**config.mk**
```make
export PLATFORM = sky130hd
export DESIGN_NAME = fifo_write_arbiter
export DESIGN_NICKNAME = d
export VERILOG_FILES = /design/src/rtl/fifo_write_arbiter.sv
export SDC_FILE = /design/constraint.sdc
export NUM_CORES = 1
export LEC_CHECK = 0
export CORE_UTILIZATION = 34
export CTS_CLUSTER_DIAMETER = 200
export DETAILED_ROUTE_END_ITERATION = 10
export HOLD_SLACK_MARGIN = 0.08
export PLACE_DENSITY = 0.8
export SLEW_MARGIN = 20
export SYNTH_ARGS = -nofsm -noshare
export SYNTH_HDL_FRONTEND = slang
export SYNTH_SLANG_ARGS = --single-unit
```
**constraint.sdc**
```tcl
create_clock -name write_clk -period 2.1 [get_ports write_clk]
set_input_delay 0.42 -clock write_clk [delete_from_list [all_inputs] [get_ports write_clk]]
set_output_delay 0.42 -clock write_clk [all_outputs]
set_load 0.005 [all_outputs]
```
**src/rtl/fifo_write_arbiter.sv**
```systemverilog
// Round-robin burst arbiter sharing one async-FIFO write port among NUM_REQ
// producers; tags each word with its source ID and never writes while full.
module fifo_write_arbiter #(
  parameter int unsigned NUM_REQ    = 4,
  parameter int unsigned DATA_WIDTH = 8,
  parameter int unsigned ID_WIDTH   = 2,
  parameter int unsigned MAX_BURST  = 4
) (
  input  logic                           write_clk,
  input  logic                           write_rst,
  input  logic [NUM_REQ-1:0]             req_valid,
  input  logic [NUM_REQ*DATA_WIDTH-1:0]  req_data,
  input  logic [NUM_REQ-1:0]             req_last,
  output logic [NUM_REQ-1:0]             req_ready,
  input  logic                           fifo_full,
  output logic                           fifo_write_enable,
  output logic [ID_WIDTH+DATA_WIDTH-1:0] fifo_write_data,
  output logic [ID_WIDTH-1:0]            grant_id,
  output logic                           busy
);

  localparam int unsigned ID_SPAN = 1 << ID_WIDTH;
  localparam int unsigned CNT_W   = $clog2(MAX_BURST) + 1;
  localparam logic [CNT_W-1:0]    BEAT_LAST = CNT_W'(MAX_BURST - 1);
  localparam logic [ID_WIDTH-1:0] LAST_INIT = ID_WIDTH'(NUM_REQ - 1);

  typedef enum logic {IDLE = 1'b0, BURST = 1'b1} state_e;

  state_e                state_q, state_d;
  logic [ID_WIDTH-1:0]   grant_id_q, grant_id_d;
  logic [ID_WIDTH-1:0]   last_grant_q, last_grant_d;
  logic [CNT_W-1:0]      beat_cnt_q, beat_cnt_d;

  logic                  xfer_c;
  logic [ID_SPAN-1:0]    ready_ext;
  logic                  win_found;
  logic [ID_WIDTH-1:0]   win_id;
  int unsigned           cand;

  // Requester vectors widened to the full ID space so grant_id indexes them directly
  logic [ID_SPAN-1:0]    valid_ext;
  logic [ID_SPAN-1:0]    last_ext;
  logic [DATA_WIDTH-1:0] data_arr [ID_SPAN];

  assign valid_ext = ID_SPAN'(req_valid);
  assign last_ext  = ID_SPAN'(req_last);

  for (genvar g = 0; g < ID_SPAN; g++) begin : g_data
    if (g < NUM_REQ) begin : g_real
      assign data_arr[g] = req_data[g*DATA_WIDTH +: DATA_WIDTH];
    end else begin : g_pad
      assign data_arr[g] = '0;
    end
  end

  // State register; reset gives requester 0 first priority
  always_ff @(posedge write_clk or negedge write_rst) begin
    if (!write_rst) begin
      state_q      <= IDLE;
      grant_id_q   <= '0;
      last_grant_q <= LAST_INIT;
      beat_cnt_q   <= '0;
    end else begin
      state_q      <= state_d;
      grant_id_q   <= grant_id_d;
      last_grant_q <= last_grant_d;
      beat_cnt_q   <= beat_cnt_d;
    end
  end

  // Next state: round-robin scan in IDLE, locked burst with beat limit in BURST
  always_comb begin
    state_d      = state_q;
    grant_id_d   = grant_id_q;
    last_grant_d = last_grant_q;
    beat_cnt_d   = beat_cnt_q;
    win_found    = 1'b0;
    win_id       = '0;
    cand         = '0;
    for (int unsigned k = 1; k <= NUM_REQ; k++) begin
      cand = 32'(last_grant_q) + k;
      if (cand >= NUM_REQ) cand = cand - NUM_REQ;
      if (!win_found && valid_ext[ID_WIDTH'(cand)]) begin
        win_found = 1'b1;
        win_id    = ID_WIDTH'(cand);
      end
    end
    if (state_q == IDLE) begin
      if (win_found) begin
        grant_id_d = win_id;
        beat_cnt_d = '0;
        state_d    = BURST;
      end
    end else if (xfer_c) begin
      if (last_ext[grant_id_q] || (beat_cnt_q == BEAT_LAST)) begin
        state_d      = IDLE;
        last_grant_d = grant_id_q;
      end else begin
        beat_cnt_d = beat_cnt_q + CNT_W'(1);
      end
    end
  end

  // Outputs: same-cycle write path so fifo_full gates the strobe immediately
  always_comb begin
    xfer_c            = 1'b0;
    ready_ext         = '0;
    fifo_write_enable = 1'b0;
    busy              = 1'b0;
    fifo_write_data   = {grant_id_q, data_arr[grant_id_q]};
    if (state_q == BURST) begin
      busy              = 1'b1;
      xfer_c            = valid_ext[grant_id_q] & ~fifo_full;
      fifo_write_enable = xfer_c;
      ready_ext         = ID_SPAN'(xfer_c) << grant_id_q;
    end
    req_ready = ready_ext[NUM_REQ-1:0];
  end

  assign grant_id = grant_id_q;

endmodule
```
== Word level (Yosys, flattened, before mapping) ==
Cells that the tools add are included.
Widths: inputs -> output; s select.

* Memory bits (read-only): 0
* Output and inout bits: 18
* Flip-flop bits (word level): 8
* Memories kept: 0
* Latch bits: 0
* Bits in writable memories: 0
* Logic and storage cells: 80

* Eq/ne operators: 3
* Muxes and demuxes: 38
* Bitwise gates (word level): 4
* Shift operators: 1
* Multiply operators: 0
* Divide/modulo/power cells: 0
* Reduce and logical (&&, ||, !) cells: 11
* Order comparisons: 10
* Add/subtract/negate cells: 9

{| class="wikitable"
|+ Operators with widths
! operator !! count
|-
| $bmux 8 s2 || 1
|-
| $mux 1 || 16
|-
| $mux 2 || 8
|-
| $mux 8 || 2
|-
| $lt 2x3->1 const B || 5
|-
| $bmux 1 s2 || 6
|-
| $ge 3x3->1 const B || 4
|-
| $mux 3 || 4
|-
| $sub 2x1->2 const B || 4
|-
| $add 2x2->3 const B || 2
|-
| $reduce_and 3->1 || 2
|-
| $add 2x3->4 const B || 1
|-
| $ge 4x3->1 const B || 1
|-
| $mux 4 || 1
|-
| $ne 2x2->1 const B || 2
|-
| $shl 1x2->4 || 1
|-
| $add 2x1->3 const B || 1
|-
| $add 3x1->3 const B || 1
|-
| $eq 3x2->1 const B || 1
|-
| $logic_and 1x1->1 || 3
|-
| $logic_not 1->1 || 3
|-
| $not 2->3 || 1
|-
| $not 1->1 || 2
|-
| $reduce_and 2->1 || 1
|-
| other kinds (3) || 3
|}

== Longest topological paths before layout ==
* Depth after elaboration: 17
* Gate-level depth with buffers: 6
* Gate-level depth less buffers: 6

== Worst setup path before layout ==
OpenSTA, ideal clock, no wires.

* Kind: register -> output
* Start point: reg grant_id_q[0], in the netlist grant_id[0]
* End point: out fifo_write_data[0]
* Data arrival time: 1.238 ns
* Path slack: 0.442 ns
* Buffers on the path: 1
* Stages on the path, launching flop included: 3
* Path through: dfrtp_1 > buf_2 > mux4_2

* Word-level cells in the longest chain between the ends: 4

{| class="wikitable"
|+ Ends and longest elaborated chain
! item !! RTL line !! source
|-
| start, declared || 30 || <nowiki>logic [ID_WIDTH-1:0] grant_id_q, grant_id_d;</nowiki>
|-
| start signal, assigned || 65 || <nowiki>grant_id_q <= grant_id_d;</nowiki>
|-
| $not 2->3 (not written as such) || 110 || <nowiki>fifo_write_data = {grant_id_q, data_arr[grant_id_q]};</nowiki>
|-
| $bmux 8 s2 || 110 ||
|-
| $mux 8 (not written as such) (2 in a row) || 110 ||
|-
| end, declared || 17 || <nowiki>output logic [ID_WIDTH+DATA_WIDTH-1:0] fifo_write_data,</nowiki>
|}

No other way between the ends. The select of a mux whose other input is x is not followed.

== Worst setup path in the final report ==
* Start point: reg grant_id_q[0], in the netlist grant_id[0]
* End point: out fifo_write_enable

* Word-level cells in the longest chain between the ends: 4

{| class="wikitable"
|+ Ends and longest elaborated chain
! item !! RTL line !! source
|-
| $bmux 1 s2 || 113 || <nowiki>xfer_c = valid_ext[grant_id_q] & ~fifo_full;</nowiki>
|-
| $mux 1 (not written as such) || 113 ||
|-
| $and 1x1->1 || 113 ||
|-
| $mux 1 || 111 || <nowiki>if (state_q == BURST) begin</nowiki>
|-
| end, declared || 16 || <nowiki>output logic fifo_write_enable,</nowiki>
|}

No other way between the ends. The select of a mux whose other input is x is not followed.

==> run summary <==
The fraction of final layout cells with drive strength greater than 1 is 35.5%. In this run the worst setup path begins at grant_id[0]. The number of nets handed over by synthesis was 119. The areal power density over the cells came out at 1050 mW/mm².

The setup slack of the critical path after layout came out at 0.0517 ns. The transition time of the tightest slew-check pin came out at 0.360 ns. The synthesized design devotes to its leading area cell type 21.7% of total area. After layout, the design draws a total of 1.73 mW.

After the last flow step, the layout net total stands at 201. The depth of the CTS H-tree is 1. The maximum number of pins on one net before global-route repair is 10. The number of antenna violations at the first check in global routing is 0.

In the routed layout, each cell is associated on average with a via count of 5.03. The count of boundary I/O pins came out at 61. Measured along the y axis, the die boundary spans 51.4 µm. The via count of the first global-routing pass was 971.

The count of vias placed by the detailed router is 920. Data on the critical path arrives at its endpoint at 1.63 ns. After floorplanning, the core was divided into 17 placement rows. The normalized max-slew margin came out at 75.8%. The average instance in the mapped netlist occupies 11.2 µm². Setup violations remaining at the end of the flow were counted as 0. The power share of the clock group came out at 7.3%.

The flop and latch count out of synthesis came out at 8. The worst hold path belongs to the class input pin to async pin. From synthesis to final layout, the design area changed by 98.6%. After synthesis, the cell types taking the most area are sky130_fd_sc_hd__mux4_2, sky130_fd_sc_hd__dfrtp_1, sky130_fd_sc_hd__mux2i_1, sky130_fd_sc_hd__dfstp_2, sky130_fd_sc_hd__mux2_4. The weighted congestion at the end of routability-driven global placement came out at 0.800. The static leakage came out at 0.734 nW. The share of the clock period used by the worst path is 97.5%. The number of different library cells used by synthesis comes to 35.

The tool flagged a number of max-cap violations equal to 0. The switching power summed over all nets is 610 µW. The number of antenna diodes in the final layout is 0. The required time of the worst setup path came out at 1.68 ns.

The proportion of power drawn by flip-flops and latches came out at 19.3%. The post-DP HPWL is 2.18 mm. The final cell count without fillers is 183. The remaining number of nets flagged by the antenna check after routing is 0. The highest attainable clock frequency came out at 488 MHz.

The first global-routing pass estimated 4.36 mm of wire. The initial core utilization is 36.8%. The net switching share of the total power is 35.2%. The max-slew violation total from the final report came out at 0. The worst setup path is launched from a flip-flop.

In the routed design, unresolved DRC markers number 0. The maximum ir drop on the vdd rail is 859 µV. The sequential element share of the synthesized area came out at 24.4%. The share of the core filled with cells came out at 73.2%.

The maximum fanout count along the critical path is 4. The final worst clock skew came out at 0.00584 ns. The startpoint identified for the worst register-to-register timing path is grant_id[0]. The post-synth design cell area came out at 831 µm². The number of optimization iterations in the first detailed-route pass came out at 4. The total core area came out at 0.00225 mm².

The post-detailed-route wirelength per cell is 15.1 µm. The run finished with clean final reports. The cell total after placement is 169. The number of sinks on the clock net is 8. The tree is rooted in a sky130_fd_sc_hd__clkbuf_4. The number of buffers added on ports came out at 60. For this block, the initial DRC count from the detailed router was 11. The part of the total power dissipated in combinational logic is 73.4%. The TritonCTS clock tree is yes. The wire length after detailed routing is 2.76 mm.

The internal power component is 1.12 mW. Setup repair after global routing left no endpoint under its margin. The final hold violation count is 0.

Clock-pin slew was measured on the worst setup and hold paths at 0.06 ns. The die area is 0.00265 mm². The clock reaches the later pin of the worst-skew pair after 0.26 ns.

The category of the worst setup path capture point is an output pin. The setup path with the least slack is of type flip-flop to output pin. The clock buffer count from CTS came out at 3. The largest area contributor in the synthesized netlist is sky130_fd_sc_hd__mux4_2. The total of hold buffers inserted after clock tree synthesis is 0. The count of warnings emitted by yosys came out at 0. The final-layout fill cell count is 176. The post-placement worst setup slack came out at -0.327 ns. Across every metal layer, demand over resource in global routing totals 22.2%. The minimum clock period came out at 2.05 ns. In the synthesized netlist, the number of instances is 74. The number of buffers on the longest clock path came out at 2. The die extent in x came out at 51.4 µm. The residual overflow from global routing came out at 0.
## per-stage QoR
step | hold slack [ns] | area, µm² | setup TNS (ns)
6_report | 0.437 | 1650 | 0
3_3_place_gp | 0.476 | 1540 | -1.38
5_1_grt | 0.468 | 1650 | 0
2_1_floorplan | 0.124 | 831 | 0
3_5_place_dp | 0.487 | 1540 | -1.77
4_1_cts | 0.442 | 1640 | -0.0994
## state kept, by name, indices dropped and copies added, names as in the netlist
register and cells:
grant_id 2, beat_cnt_q 3, last_grant_q 2, state_q 1
## critical path, cell delays in order, from the launching register on
cell,delay [ns]
sky130_fd_sc_hd__dfrtp_2,0.43
sky130_fd_sc_hd__buf_6,0.12
sky130_fd_sc_hd__or3b_4,0.41
sky130_fd_sc_hd__o22a_4,0.26
sky130_fd_sc_hd__clkinv_2,0.04
sky130_fd_sc_hd__clkbuf_2,0.10
## cell families after synthesis
family	share of synthesized area, %
AND/OR/NAND/NOR	17.6
multiplexers	36.3
AO/OA/AOI/OAI	11.7
buffers and inverters	5.87
flip-flops	24.4
adder cells (fa/ha/maj)	3.01
XOR/XNOR	1.05
## power by group through the flow
stage	clock, mW	sequential [mW]	combinational, mW
finish	0.126	0.334	1.27
detailed placement	0	0.328	1.18
floorplan	0	0.279	0.691
CTS	0.130	0.326	1.26
global route	0.139	0.342	1.37
global placement	0	0.321	1.15
## layout make-up
cell class              count  area, µm²  share of cell area, %
repair buffers             84        771                   46.7
multi-input cells          56        602                   36.5
flip-flops and latches      8        204                   12.4
well taps                  28       35.0                   2.12
clock buffers               4       26.3                   1.59
inverters                   3       12.5                  0.758
## metal layers
metal,wire length (µm),vias up,track usage (%),share of wire [%]
met1,1060,427,23.2,38
li1,-,448,-,-
met5,0,-,0,0
met2,1430,41,44.8,52
met3,248,4,4.46,9.0
met4,23,0,4.05,0.83
## synth_stat cells (all sizes together)
| cell type | n |
|---|---|
| nand3 | 1 |
| inv | 2 |
| mux2i | 8 |
| buf | 5 |
| and2b | 1 |
| o22a | 2 |
| clkbuf | 2 |
| nor3b | 2 |
| ha | 2 |
| o21ai | 3 |
| clkinv | 1 |
| xnor2 | 1 |
| dfstp | 2 |
| or3b | 2 |
| nor2b | 3 |
| nor2 | 7 |
| mux4 | 8 |
| nor4 | 1 |
| a221o | 1 |
| dfrtp | 6 |
| a21oi | 1 |
| mux2 | 3 |
| nor3 | 2 |
| a22oi | 2 |
| nand2 | 2 |
| nand3b | 2 |
| a31oi | 2 |
## worst paths after layout
kind / to / slack [ns] / cells past startpoint
setup / recovery: fifo_write_enable / 0.05 / 5
setup reg to reg: beat_cnt_q[1] / 0.06 / 7
max in group asynchronous: last_grant_q[0] / 1.35 / 1
hold reg to reg: beat_cnt_q[0] / 0.50 / 1
hold / removal: beat_cnt_q[0] / 0.44 / 1
min in group write_clk: beat_cnt_q[0] / 0.50 / 1
## what timing repair did
| item | in CTS | in global routing |
|---|---|---|
| resized for setup | 23 | 10 |
| buffers inserted | 8 | 1 |
| endpoints found under the setup margin | 13 | 6 |
| gates cloned | 1 | 0 |
| pin swaps | 2 | 2 |
## cells in the final DEF, fill, tap and decap left out, types with 3 or more instances in the layout
cell                              instances
sky130_fd_sc_hd__buf_4                   21
sky130_fd_sc_hd__buf_6                    3
sky130_fd_sc_hd__clkbuf_2                 3
sky130_fd_sc_hd__clkbuf_4                 3
sky130_fd_sc_hd__clkdlybuf4s50_1         46
sky130_fd_sc_hd__dfrtp_1                  5
sky130_fd_sc_hd__dlygate4sd2_1            8
sky130_fd_sc_hd__mux2i_1                  6
sky130_fd_sc_hd__mux4_2                   8
sky130_fd_sc_hd__nor2_1                   6
sky130_fd_sc_hd__nor2b_1                  3
sky130_fd_sc_hd__o21ai_0                  3
No activity file was read; power rests on OpenSTA's default activity.
